$ cat src/rtl/dram_sched_pkg.sv
// Shared definitions for the DRAM burst scheduler.
//   state_t              : scheduler FSM states
//   DEFAULT_REGION_SHIFT : default log2 of a client's region size in words
//   MAX_SAME_DIR         : cap on consecutive same-direction grants when the
//                          direction-preference build option is enabled
package dram_sched_pkg;

  typedef enum logic [1:0] {
    WAIT_INIT,
    ARB,
    OFFER,
    BUSY
  } state_t;

  localparam int DEFAULT_REGION_SHIFT = 14;
  localparam int MAX_SAME_DIR         = 4;

endpackage

$ cat src/rtl/dram_burst_scheduler_rr_arbiter.sv
// rr_arbiter: combinational round-robin pick.
//   req       : per-client request vector
//   mask      : preferred subset; used only if it leaves at least one requester
//   rr_last   : last granted client; the scan starts at rr_last+1 and wraps
//   gnt_valid : some eligible client is requesting
//   gnt_id    : first eligible requester in rotated order
module rr_arbiter #(
  parameter  int NUM_CLIENTS = 6,
  localparam int ID_W        = $clog2(NUM_CLIENTS)
) (
  input  logic [NUM_CLIENTS-1:0] req,
  input  logic [NUM_CLIENTS-1:0] mask,
  input  logic [ID_W-1:0]        rr_last,
  output logic                   gnt_valid,
  output logic [ID_W-1:0]        gnt_id
);

  logic [NUM_CLIENTS-1:0] eligible;
  logic [ID_W-1:0]        idx;

  // NOTE: every signal written here gets a value before any branch, so no
  // path leaves it unassigned and no latch is inferred.
  always_comb begin
    eligible  = ((req & mask) != '0) ? (req & mask) : req;
    gnt_valid = 1'b0;
    gnt_id    = '0;
    idx       = '0;
    for (int k = 1; k <= NUM_CLIENTS; k++) begin
      idx = ID_W'((int'(rr_last) + k) % NUM_CLIENTS);
      if (!gnt_valid && eligible[idx]) begin
        gnt_valid = 1'b1;
        gnt_id    = idx;
      end
    end
  end

endmodule

$ cat src/rtl/dram_burst_scheduler.sv
// dram_burst_scheduler: round-robin sharing of the MIG UI port between burst
// clients. Each client owns region (id << REGION_SHIFT) and a word pointer
// that advances by the granted length when the engine reports burst_done.
//
// Ports:
//   clk_in, rst_in       : MIG UI clock, async active-high reset
//   init_calib_complete  : no grant is issued before this first goes high
//   client_req           : level requests, one bit per client
//   client_restart       : one-cycle pulse, clears that client's pointer
//   grant_valid/ready    : grant handshake towards the command engine
//   grant_id/is_write/addr/len : grant contents, stable while grant_valid
//   burst_done           : last word of the accepted burst issued
//   frame_done           : one-cycle pulse when a client's pointer wraps
//   busy                 : grant accepted, burst not yet done
//
// Build option: define SAME_DIR_PREF_EN to prefer requesters matching the
// previous grant's direction (up to MAX_SAME_DIR grants in a row).
module dram_burst_scheduler
  import dram_sched_pkg::*;
#(
  parameter int                     NUM_CLIENTS  = 6,
  parameter logic [NUM_CLIENTS-1:0] WR_MASK      = 6'b000111,
  parameter int                     BURST_LEN    = 16,
  parameter int                     FRAME_WORDS  = 15200,
  parameter int                     REGION_SHIFT = DEFAULT_REGION_SHIFT,
  parameter int                     ADDR_W       = 27
) (
  input  logic                           clk_in,
  input  logic                           rst_in,
  input  logic                           init_calib_complete,
  input  logic [NUM_CLIENTS-1:0]         client_req,
  input  logic [NUM_CLIENTS-1:0]         client_restart,
  output logic                           grant_valid,
  input  logic                           grant_ready,
  output logic [$clog2(NUM_CLIENTS)-1:0] grant_id,
  output logic                           grant_is_write,
  output logic [ADDR_W-1:0]              grant_addr,
  output logic [$clog2(BURST_LEN):0]     grant_len,
  input  logic                           burst_done,
  output logic [NUM_CLIENTS-1:0]         frame_done,
  output logic                           busy
);

  localparam int ID_W  = $clog2(NUM_CLIENTS);
  localparam int LEN_W = $clog2(BURST_LEN) + 1;
  localparam int PTR_W = $clog2(FRAME_WORDS + 1);

  state_t            state, state_next;
  logic [PTR_W-1:0]  ptr [NUM_CLIENTS];
  logic [ID_W-1:0]   rr_last;

  logic              arb_valid;
  logic [ID_W-1:0]   arb_id;
  logic [NUM_CLIENTS-1:0] arb_mask;
  logic [31:0]       remain;
  logic [LEN_W-1:0]  len_next;
  logic [31:0]       ptr_sum;

  logic              load_grant;
  logic              accept;
  logic              finish;

  // ---------------------------------------------------------------------------
  // Direction preference
  // ---------------------------------------------------------------------------
`ifdef SAME_DIR_PREF_EN
  logic [2:0] same_dir_cnt;
  logic       last_dir_write;
  logic       want_write;

  // Once the same-direction run reaches the cap, the preference flips so the
  // other direction gets served before the run can continue.
  always_comb begin
    want_write = (same_dir_cnt >= 3'(MAX_SAME_DIR)) ? ~last_dir_write : last_dir_write;
    arb_mask   = want_write ? WR_MASK : ~WR_MASK;
  end

  always_ff @(posedge clk_in or posedge rst_in) begin
    if (rst_in) begin
      same_dir_cnt   <= '0;
      last_dir_write <= 1'b1;
    end else if (accept) begin
      if (grant_is_write == last_dir_write) begin
        if (same_dir_cnt < 3'(MAX_SAME_DIR)) same_dir_cnt <= same_dir_cnt + 3'd1;
      end else begin
        same_dir_cnt   <= 3'd1;
        last_dir_write <= grant_is_write;
      end
    end
  end
`else
  assign arb_mask = '1;
`endif

  rr_arbiter #(.NUM_CLIENTS(NUM_CLIENTS)) u_rr (
    .req       (client_req),
    .mask      (arb_mask),
    .rr_last   (rr_last),
    .gnt_valid (arb_valid),
    .gnt_id    (arb_id)
  );

  // Burst length is clipped so a burst never crosses the end of the frame.
  always_comb begin
    remain   = 32'(FRAME_WORDS) - 32'(ptr[arb_id]);
    len_next = (remain >= 32'(BURST_LEN)) ? LEN_W'(BURST_LEN) : LEN_W'(remain);
    ptr_sum  = 32'(ptr[grant_id]) + 32'(grant_len);
  end

  // ---------------------------------------------------------------------------
  // FSM
  // ---------------------------------------------------------------------------
  // NOTE: sequential state uses non-blocking assignments so every register
  // samples pre-edge values regardless of block ordering.
  always_ff @(posedge clk_in or posedge rst_in) begin
    if (rst_in) state <= WAIT_INIT;
    else        state <= state_next;
  end

  always_comb begin
    state_next = state;
    load_grant = 1'b0;
    accept     = 1'b0;
    finish     = 1'b0;
    case (state)
      WAIT_INIT: if (init_calib_complete) state_next = ARB;
      ARB: begin
        if (arb_valid) begin
          load_grant = 1'b1;
          state_next = OFFER;
        end
      end
      OFFER: begin
        if (grant_ready) begin
          accept     = 1'b1;
          state_next = BUSY;
        end
      end
      BUSY: begin
        if (burst_done) begin
          finish     = 1'b1;
          state_next = ARB;
        end
      end
      default: state_next = WAIT_INIT;
    endcase
  end

  // ---------------------------------------------------------------------------
  // Grant registers
  // ---------------------------------------------------------------------------
  always_ff @(posedge clk_in or posedge rst_in) begin
    if (rst_in) begin
      grant_valid    <= 1'b0;
      grant_id       <= '0;
      grant_is_write <= 1'b0;
      grant_addr     <= '0;
      grant_len      <= '0;
      busy           <= 1'b0;
      rr_last        <= ID_W'(NUM_CLIENTS - 1);
    end else begin
      if (load_grant) begin
        grant_valid    <= 1'b1;
        grant_id       <= arb_id;
        grant_is_write <= WR_MASK[arb_id];
        grant_addr     <= (ADDR_W'(arb_id) << REGION_SHIFT) + ADDR_W'(ptr[arb_id]);
        grant_len      <= len_next;
      end
      if (accept) begin
        grant_valid <= 1'b0;
        busy        <= 1'b1;
        rr_last     <= grant_id;
      end
      if (finish) busy <= 1'b0;
    end
  end

  // ---------------------------------------------------------------------------
  // Per-client pointers. A restart overrides a coincident advance, so a frame
  // restarted on its last burst never reports frame_done.
  // ---------------------------------------------------------------------------
  // NOTE: the pointer array is only NUM_CLIENTS registers and must start at 0,
  // so it is reset like ordinary flops rather than treated as a RAM.
  always_ff @(posedge clk_in or posedge rst_in) begin
    if (rst_in) begin
      for (int i = 0; i < NUM_CLIENTS; i++) ptr[i] <= '0;
      frame_done <= '0;
    end else begin
      frame_done <= '0;
      for (int i = 0; i < NUM_CLIENTS; i++) begin
        if (client_restart[i]) begin
          ptr[i] <= '0;
        end else if (finish && (grant_id == ID_W'(i))) begin
          if (ptr_sum >= 32'(FRAME_WORDS)) begin
            ptr[i]        <= '0;
            frame_done[i] <= 1'b1;
          end else begin
            ptr[i] <= PTR_W'(ptr_sum);
          end
        end
      end
    end
  end

endmodule

$ cat config.mk
export PLATFORM = sky130hd
export DESIGN_NAME = dram_burst_scheduler
export DESIGN_NICKNAME = d
export VERILOG_FILES = /design/src/rtl/dram_sched_pkg.sv /design/src/rtl/dram_burst_scheduler_rr_arbiter.sv /design/src/rtl/dram_burst_scheduler.sv
export SDC_FILE = /design/constraint.sdc
export NUM_CORES = 1
export LEC_CHECK = 0
export BUFFER_PORTS_ARGS = -buffer_cell sky130_fd_sc_hd__buf_2
export CELL_PAD_IN_SITES_DETAIL_PLACEMENT = 1
export CELL_PAD_IN_SITES_GLOBAL_PLACEMENT = 2
export CORE_UTILIZATION = 25
export CTS_BUF_LIST = sky130_fd_sc_hd__clkbuf_8
export CTS_CLUSTER_DIAMETER = 30
export DETAILED_ROUTE_END_ITERATION = 7
export HOLD_SLACK_MARGIN = 0.02
export PLACE_DENSITY = 0.6
export SETUP_SLACK_MARGIN = 0.2
export SYNTH_ARGS = -nofsm -noshare
export SYNTH_HDL_FRONTEND = slang
export SYNTH_SLANG_ARGS = --single-unit
$ cat constraint.sdc
create_clock -name clk_in -period 6.45 [get_ports clk_in]
set_input_delay 0.645 -clock clk_in [delete_from_list [all_inputs] [get_ports clk_in]]
set_output_delay 0.645 -clock clk_in [all_outputs]
set_load 0.01 [all_outputs]
Yosys cells after proc, flatten, opt, wreduce, memory -nomap -nowiden
Memory sizes are Yosys's and may differ from the RTL's. A register that Yosys moved wholly into a read port is not among the register bits.
Index checks and enable logic that the tools add are counted.
{"block": "op_classes", "div": 6, "mux": 72, "order_cmp": 10, "reduce_logical": 27, "bitwise_logic": 2, "add_sub_neg": 9, "eq_ne": 12}
{"operator": "$mux W14", "count": 17}
{"operator": "$mod A32 B4 Y32 const B", "count": 6}
{"operator": "$bmux W14 S3", "count": 2}
{"operator": "$mux W1", "count": 35}
{"operator": "$ge A32 B5 Y1 const B", "count": 1}
{"operator": "$lt A3 B4 Y1 const B", "count": 6}
{"operator": "$add A17 B14 Y18", "count": 1}
{"operator": "$bmux W1 S3", "count": 6}
{"operator": "$mux W3", "count": 6}
{"operator": "$reduce_bool A2 Y1", "count": 8}
{"operator": "$add A14 B5 Y15", "count": 1}
{"operator": "$ge A15 B14 Y1 const B", "count": 1}
{"operator": "$sub A14 B14 Y15 const A", "count": 1}
{"operator": "$add A3 B3 Y4 const B", "count": 3}
{"operator": "$logic_and A1 B1 Y1", "count": 11}
{"operator": "$add A3 B2 Y4 const B", "count": 2}
{"operator": "$ge A4 B4 Y1 const B", "count": 2}
{"operator": "$mux W2", "count": 4}
{"operator": "$ne A2 B2 Y1 const B", "count": 4}
{"operator": "$not A3 Y4", "count": 2}
{"operator": "$pmux W2 S4", "count": 1}
{"operator": "$eq A3 B2 Y1 const B", "count": 2}
{"operator": "$eq A3 B3 Y1 const B", "count": 2}
{"operator": "$logic_not A1 Y1", "count": 5}
{"operator": "8 further kinds", "count": 9}
{"block": "totals", "in_bits": 17, "word_cells": 153, "ff_bits": 132, "output_inout_bits": 44, "mem_count": 1, "rom_bits": 8}
{"memory": "(no name shown)", "words": 8, "width": 1, "rd": 1, "rd_ports_with_merged_regs": 1, "write_ports": 0, "line": "dram_burst_scheduler.sv:165", "rtl": "grant_is_write <= WR_MASK[arb_id];"}

Logic depth before layout (Yosys ltp)
{"block": "logic_depth", "word_depth": 27, "depth_mapped": 25, "ltp_nobuf": 20}

By module
From an unflattened synthesis, not the netlist that was laid out.
{"block": "hier_totals", "cells_unflattened": 898, "hier_area_um2": 8590.7}
{"module": "dram_burst_scheduler", "area_each_um2": 7553.5, "cells_each": 747, "seq_area_each_um2": 3005.4, "instances": 1}
{"module": "rr_arbiter", "area_each_um2": 1037.2, "cells_each": 151, "seq_area_each_um2": 0.0, "instances": 1}

Worst setup path after synthesis
No wires, ideal clock.
{"block": "synth_path", "path_kind": "reg2reg", "from": "register grant_id[0]", "to": "register ptr[33] (netlist bit)", "synth_period_minus_slack_ns": 5.904, "t_arrival_ns": 5.773, "stages_incl_launch_ff": 23, "required_ns": 6.318, "path_buffers": 6, "slack_ns": 0.546, "cell_sequence": "dfrtp_1 -> clkbuf_1 -> buf_1 -> clkbuf_1 -> buf_1 -> mux4_2 -> o2bb2ai_1 -> ha_1 -> a21oi_1 -> o21bai_1 -> a21oi_1 -> nor2_1 -> xor2_1 -> o21a_1 -> maj3_1 -> o21ai_0 -> nand2_1 -> a21oi_1 -> clkbuf_1 -> buf_1 -> nor3_1 -> a21oi_1 -> nor2_1"}
{"block": "synth_via", "elab_chain_cells": 9, "word_cells_on_any_way": 12}
{"element": "from (decl)", "line": "dram_burst_scheduler.sv:35", "rtl": "output logic [$clog2(NUM_CLIENTS)-1:0] grant_id,"}
{"element": "from (signal assigned)", "line": "dram_burst_scheduler.sv:164", "rtl": "grant_id <= arb_id;"}
{"element": "$not A3 Y4 (not written as such)", "line": "dram_burst_scheduler.sv:107", "rtl": "ptr_sum = 32'(ptr[grant_id]) + 32'(grant_len);"}
{"element": "$bmux W14 S3", "line": "dram_burst_scheduler.sv:107"}
{"element": "$mux W14 (not written as such) (2 in series)", "line": "dram_burst_scheduler.sv:107"}
{"element": "$add A14 B5 Y15", "line": "dram_burst_scheduler.sv:107"}
{"element": "$ge A15 B14 Y1", "line": "dram_burst_scheduler.sv:194", "rtl": "if (ptr_sum >= 32'(FRAME_WORDS)) begin"}
{"element": "$mux W14", "line": "dram_burst_scheduler.sv:194"}
{"element": "$mux W14", "line": "dram_burst_scheduler.sv:193", "rtl": "end else if (finish && (grant_id == ID_W'(i))) begin"}
{"element": "$mux W14", "line": "dram_burst_scheduler.sv:191", "rtl": "if (client_restart[i]) begin"}
{"element": "to (signal, indexed assignment)", "line": "dram_burst_scheduler.sv:198", "rtl": "ptr[i] <= PTR_W'(ptr_sum);"}
{"element": "to (decl)", "line": "dram_burst_scheduler.sv:49", "rtl": "logic [PTR_W-1:0] ptr [NUM_CLIENTS];"}
Several ways; a longest one is shown, not always the timed one. The select of a mux whose other input is x is not followed.
A chain may end at the register's enable or synchronous reset.

Worst setup path after layout
{"block": "layout_path", "from": "register rr_last[2]", "to": "register grant_len[3]"}
{"block": "layout_via", "elab_chain_cells": 27, "word_cells_on_any_way": 55}
{"element": "from (decl)", "line": "dram_burst_scheduler.sv:50", "rtl": "logic [ID_W-1:0] rr_last;"}
{"element": "from (signal assigned)", "line": "dram_burst_scheduler.sv:160", "rtl": "rr_last <= ID_W'(NUM_CLIENTS - 1);"}
{"element": "from (signal assigned)", "line": "dram_burst_scheduler.sv:172", "rtl": "rr_last <= grant_id;"}
{"element": "$add A3 B1 Y4", "line": "dram_burst_scheduler_rr_arbiter.sv:29", "rtl": "idx = ID_W'((int'(rr_last) + k) % NUM_CLIENTS);"}
{"element": "$mod A32 B4 Y32", "line": "dram_burst_scheduler_rr_arbiter.sv:29"}
{"element": "$bmux W1 S3", "line": "dram_burst_scheduler_rr_arbiter.sv:30", "rtl": "if (!gnt_valid && eligible[idx]) begin"}
{"element": "$mux W1 (not written as such)", "line": "dram_burst_scheduler_rr_arbiter.sv:30"}
{"element": "$mux W1", "line": "dram_burst_scheduler_rr_arbiter.sv:30"}
{"element": "$logic_not A1 Y1", "line": "dram_burst_scheduler_rr_arbiter.sv:30"}
{"element": "$logic_and A1 B1 Y1", "line": "dram_burst_scheduler_rr_arbiter.sv:30"}
{"element": "$mux W1", "line": "dram_burst_scheduler_rr_arbiter.sv:30"}
{"element": "[10 not listed]"}
{"element": "$logic_and A1 B1 Y1", "line": "dram_burst_scheduler_rr_arbiter.sv:30"}
{"element": "$mux W3", "line": "dram_burst_scheduler_rr_arbiter.sv:30"}
{"element": "$not A3 Y4 (not written as such)", "line": "dram_burst_scheduler.sv:105", "rtl": "remain = 32'(FRAME_WORDS) - 32'(ptr[arb_id]);"}
{"element": "$bmux W14 S3", "line": "dram_burst_scheduler.sv:105"}
{"element": "$mux W14 (not written as such) (2 in series)", "line": "dram_burst_scheduler.sv:105"}
{"element": "$sub A14 B14 Y15", "line": "dram_burst_scheduler.sv:105"}
{"element": "$ge A32 B5 Y1", "line": "dram_burst_scheduler.sv:106", "rtl": "len_next = (remain >= 32'(BURST_LEN)) ? LEN_W'(BURST_LEN) : LEN_W'(remain);"}
{"element": "$mux W5", "line": "dram_burst_scheduler.sv:106"}
{"element": "to (signal assigned)", "line": "dram_burst_scheduler.sv:167", "rtl": "grant_len <= len_next;"}
{"element": "to (decl)", "line": "dram_burst_scheduler.sv:38", "rtl": "output logic [$clog2(BURST_LEN):0] grant_len,"}
Several ways; a longest one is shown, not always the timed one. The select of a mux whose other input is x is not followed.

==> results by group <==
Run status
  – Run status: finished clean

Clock tree
  – Hold-fix buffers at CTS: 0
  – TritonCTS clock tree: yes
  – TritonCTS buffer count: 17
  – Clock sink count: between 100 and 150
  – Postcts setup bufs: 0
  – Worst-skew pair later-pin latency: ~460 ps
  – Clk buf depth: 2
  – Post-CTS sizing: 0
  – Max H-tree Level: 4
  – Clock-pin slew on the worst setup and hold paths: approximately 80 ps
  – Clk root buf: clkbuf_8

Logic synthesis
  – Mean post-synth cell area: between 9 and 10 um^2
  – Ys flop type: dfrtp_1
  – Top cells by count, synth: dfrtp_1 (118), nor2_1 (115), a21oi_1 (90)
  – Synth top area cells: dfrtp_1 (36%), a21oi_1 (5.4%), mux2i_1 (5.4%), nor2_1 (5.2%), mux4_2 (4.4%)
  – Mapped cell area: 8270 um^2
  – Synth Instances: 903
  – FFs w/ async S/R, synth: 100%
  – Top cell type's share of synthesized area: ~36%
  – Cell with the most instances after synthesis: dfrtp_1
  – Netlist cell types: just over 90
  – Post-synthesis sequential area ratio: roughly 36%
  – Yosys top cell by area: dfrtp_1
  – Post-synth EDFFs: 0
  – Yosys reg bits: between 100 and 150
  – Synth Warn #: 0

Global route
  – Initial antenna violation count: 0
  – First-pass GRT wire length: between 40,000 and 50,000 um
  – Largest net degree at the start of global routing: 84
  – Vias in the first global route: between 7k and 8k
  – Grt total ovfl: 0
  – GRT Overall Usage: about a fifth

Timing
  – Hold violation total from the final report: 0
  – Worst Tran Pin Value: 845 ps
  – RSZ-0062 raised after global routing: false
  – Slew headroom: a little over two fifths
  – FMAX: between 150 and 200 MHz
  – Max Slew Vio Count: 0
  – Final worst path period share: between 90% and 100%
  – Final setup vio count: 0
  – Min Clock Period, post-route: between 5000 and 6000 ps
  – Setup Skew: ~19 ps
  – Setup TNS: 0 ps

Floorplanning
  – Row Count: 66
  – Full die area: approximately 34,000 um^2
  – Initial cell density of the core: between 20% and 30%
  – Die width: approximately 180 um
  – Chip height: approximately 180 um
  – Core ar.: 32,500 um^2
  – I/O pin cnt: just over 60

Drt
  – First-pass iteration count of the detailed router: 5
  – Via count: about 7.3k
  – Final wirelength: 30,700 um
  – Via-per-instance ratio: ~5.2
  – DRC errors left: 0
  – Post-route ant nets: 0
  – Avg WL per Cell: 21.9 um
  – Starting DRT DRC Count: 530

Setup path
  – Crit path to: grant_len[3]
  – Crit. End Element: flip-flop
  – Maximum fanout along the worst path: 13
  – Launching point of the worst reg2reg path: rr_last[2]
  – Worst reg2reg path depth: 20
  – FF-to-FF setup slack: around 540 ps
  – CP Launch Type: flip-flop
  – R2r endpoint: grant_len[3]
  – Worst EP required: between 6000 and 7000 ps
  – Crit Path Class: reg2reg
  – Beginning of the critical path: rr_last[2]
  – CP arrival: between 6000 and 7000 ps

Finish
  – Share of layout cells above drive strength 1: 20.3%
  – Core Util, Final: between 20 and 30%
  – Nets: 986
  – Area delta synth->final: 14.2%

Place
  – Routability cong.: approximately 0.8
  – Port-buffer cells: 50
  – Final HPWL DP: around 21,000 um

Hold path
  – Hold WC Path Type: in2async

Power
  – Lkg Pwr: 0.00404 uW
  – VDD IR max: around 0.38 mV
  – Pwr/cell area: 599 nW/um^2

Flow run
  – Max-Cap Viols: 0
[where the power goes]
part	switching, uW	internal, uW
clock network	359	343
registers	90.7	824
logic	2560	1480
[kinds of logic (layout without fill, tap and decap cells)]
kind of cell,Yosys count,count (layout),share of synthesized area [%]
simple gates,306,306,17.5
compound gates,241,241,20.3
flops,120,120,36.3
buf+inv,104,152,6.03
mux,89,89,13.9
fa+ha+maj,23,23,3.54
xor+xnor,19,19,2.33
other cells,1,11,0.0453
[area by class of cell]
type	instances	area, um^2
Fill cell	3821	23100
Multi-Input combinational cell	688	4820
Tap cell	442	553
Inverter	35	136
Timing Repair Buffer	85	538
Sequential cell	120	3010
Clock buffer	17	234
Clock inverter	15	158
Antenna cell	1	2.50
[cell usage in the layout, fill, tap and decap left out, drive strengths merged, types with 17 or more instances in the layout]
| cell | n |
|---|---|
| a21oi | 94 |
| buf | 85 |
| clkbuf | 17 |
| dfrtp | 118 |
| ha | 21 |
| inv | 35 |
| mux2 | 24 |
| mux2i | 49 |
| nand2 | 50 |
| nand3 | 17 |
| nor2 | 115 |
| nor3 | 68 |
| o21ai | 34 |
[routing by layer]
| metal | GRT usage [%] | share of wire (%) | up-vias |
|---|---|---|---|
| met1 | 27.2 | 50 | 3713 |
| li1 | - | - | 3382 |
| met4 | 3.97 | 1.0 | 0 |
| met2 | 29.3 | 45 | 166 |
| met5 | 0 | 0 | - |
| met3 | 3.29 | 4.0 | 21 |
[worst min path at each step]
stage | from | end | slack [ps] | depth (start not counted)
2_1_floorplan | ptr[65] | ptr[65] | 490 | 2
3_3_place_gp | grant_addr[3] | grant_addr[3] | 460 | 2
3_5_place_dp | grant_addr[12] | grant_addr[12] | 460 | 2
4_1_cts | rst_in | state[1] | 390 | 2
5_1_grt | rst_in | state[1] | 380 | 2
6_report | rst_in | state[1] | 330 | 2
[through the flow]
step | hold WS (ps) | instances | setup slack (ps) | instance area [um^2] | power, uW
after CTS | 389 | 1402 | 558 | 9440 | 5670
final | 333 | 1403 | 545 | 9450 | 5660
after detailed placement | 465 | 1370 | 582 | 9050 | 4950
after global routing | 382 | 1402 | 225 | 9440 | 6080
after global placement | 459 | 1370 | 692 | 9050 | 4940
after floorplan | 493 | 912 | 546 | 8310 | 3720
[worst max-delay path, stage by stage, from the launching register on]
cell	delay (ps)
dfstp_2	720
inv_1	120
ha_1	220
nand2_2	110
nand2_1	70
ha_1	300
nand3b_1	190
and3_1	210
or3_4	420
mux2i_2	190
a211o_4	420
a2111oi_4	540
o21ai_2	330
mux2_1	390
o221a_2	290
inv_2	90
ha_1	260
o2111ai_1	160
a221oi_1	310
o211a_1	290
a32o_1	190
[state kept, by name, indices dropped and copies added, names as in the netlist]
register,cells
grant_id,3
grant_len,5
ptr,84
busy,1
state,2
frame_done,6
grant_valid,1
grant_is_write,1
grant_addr,14
rr_last,3
No activity file was read; power rests on OpenSTA's default activity.
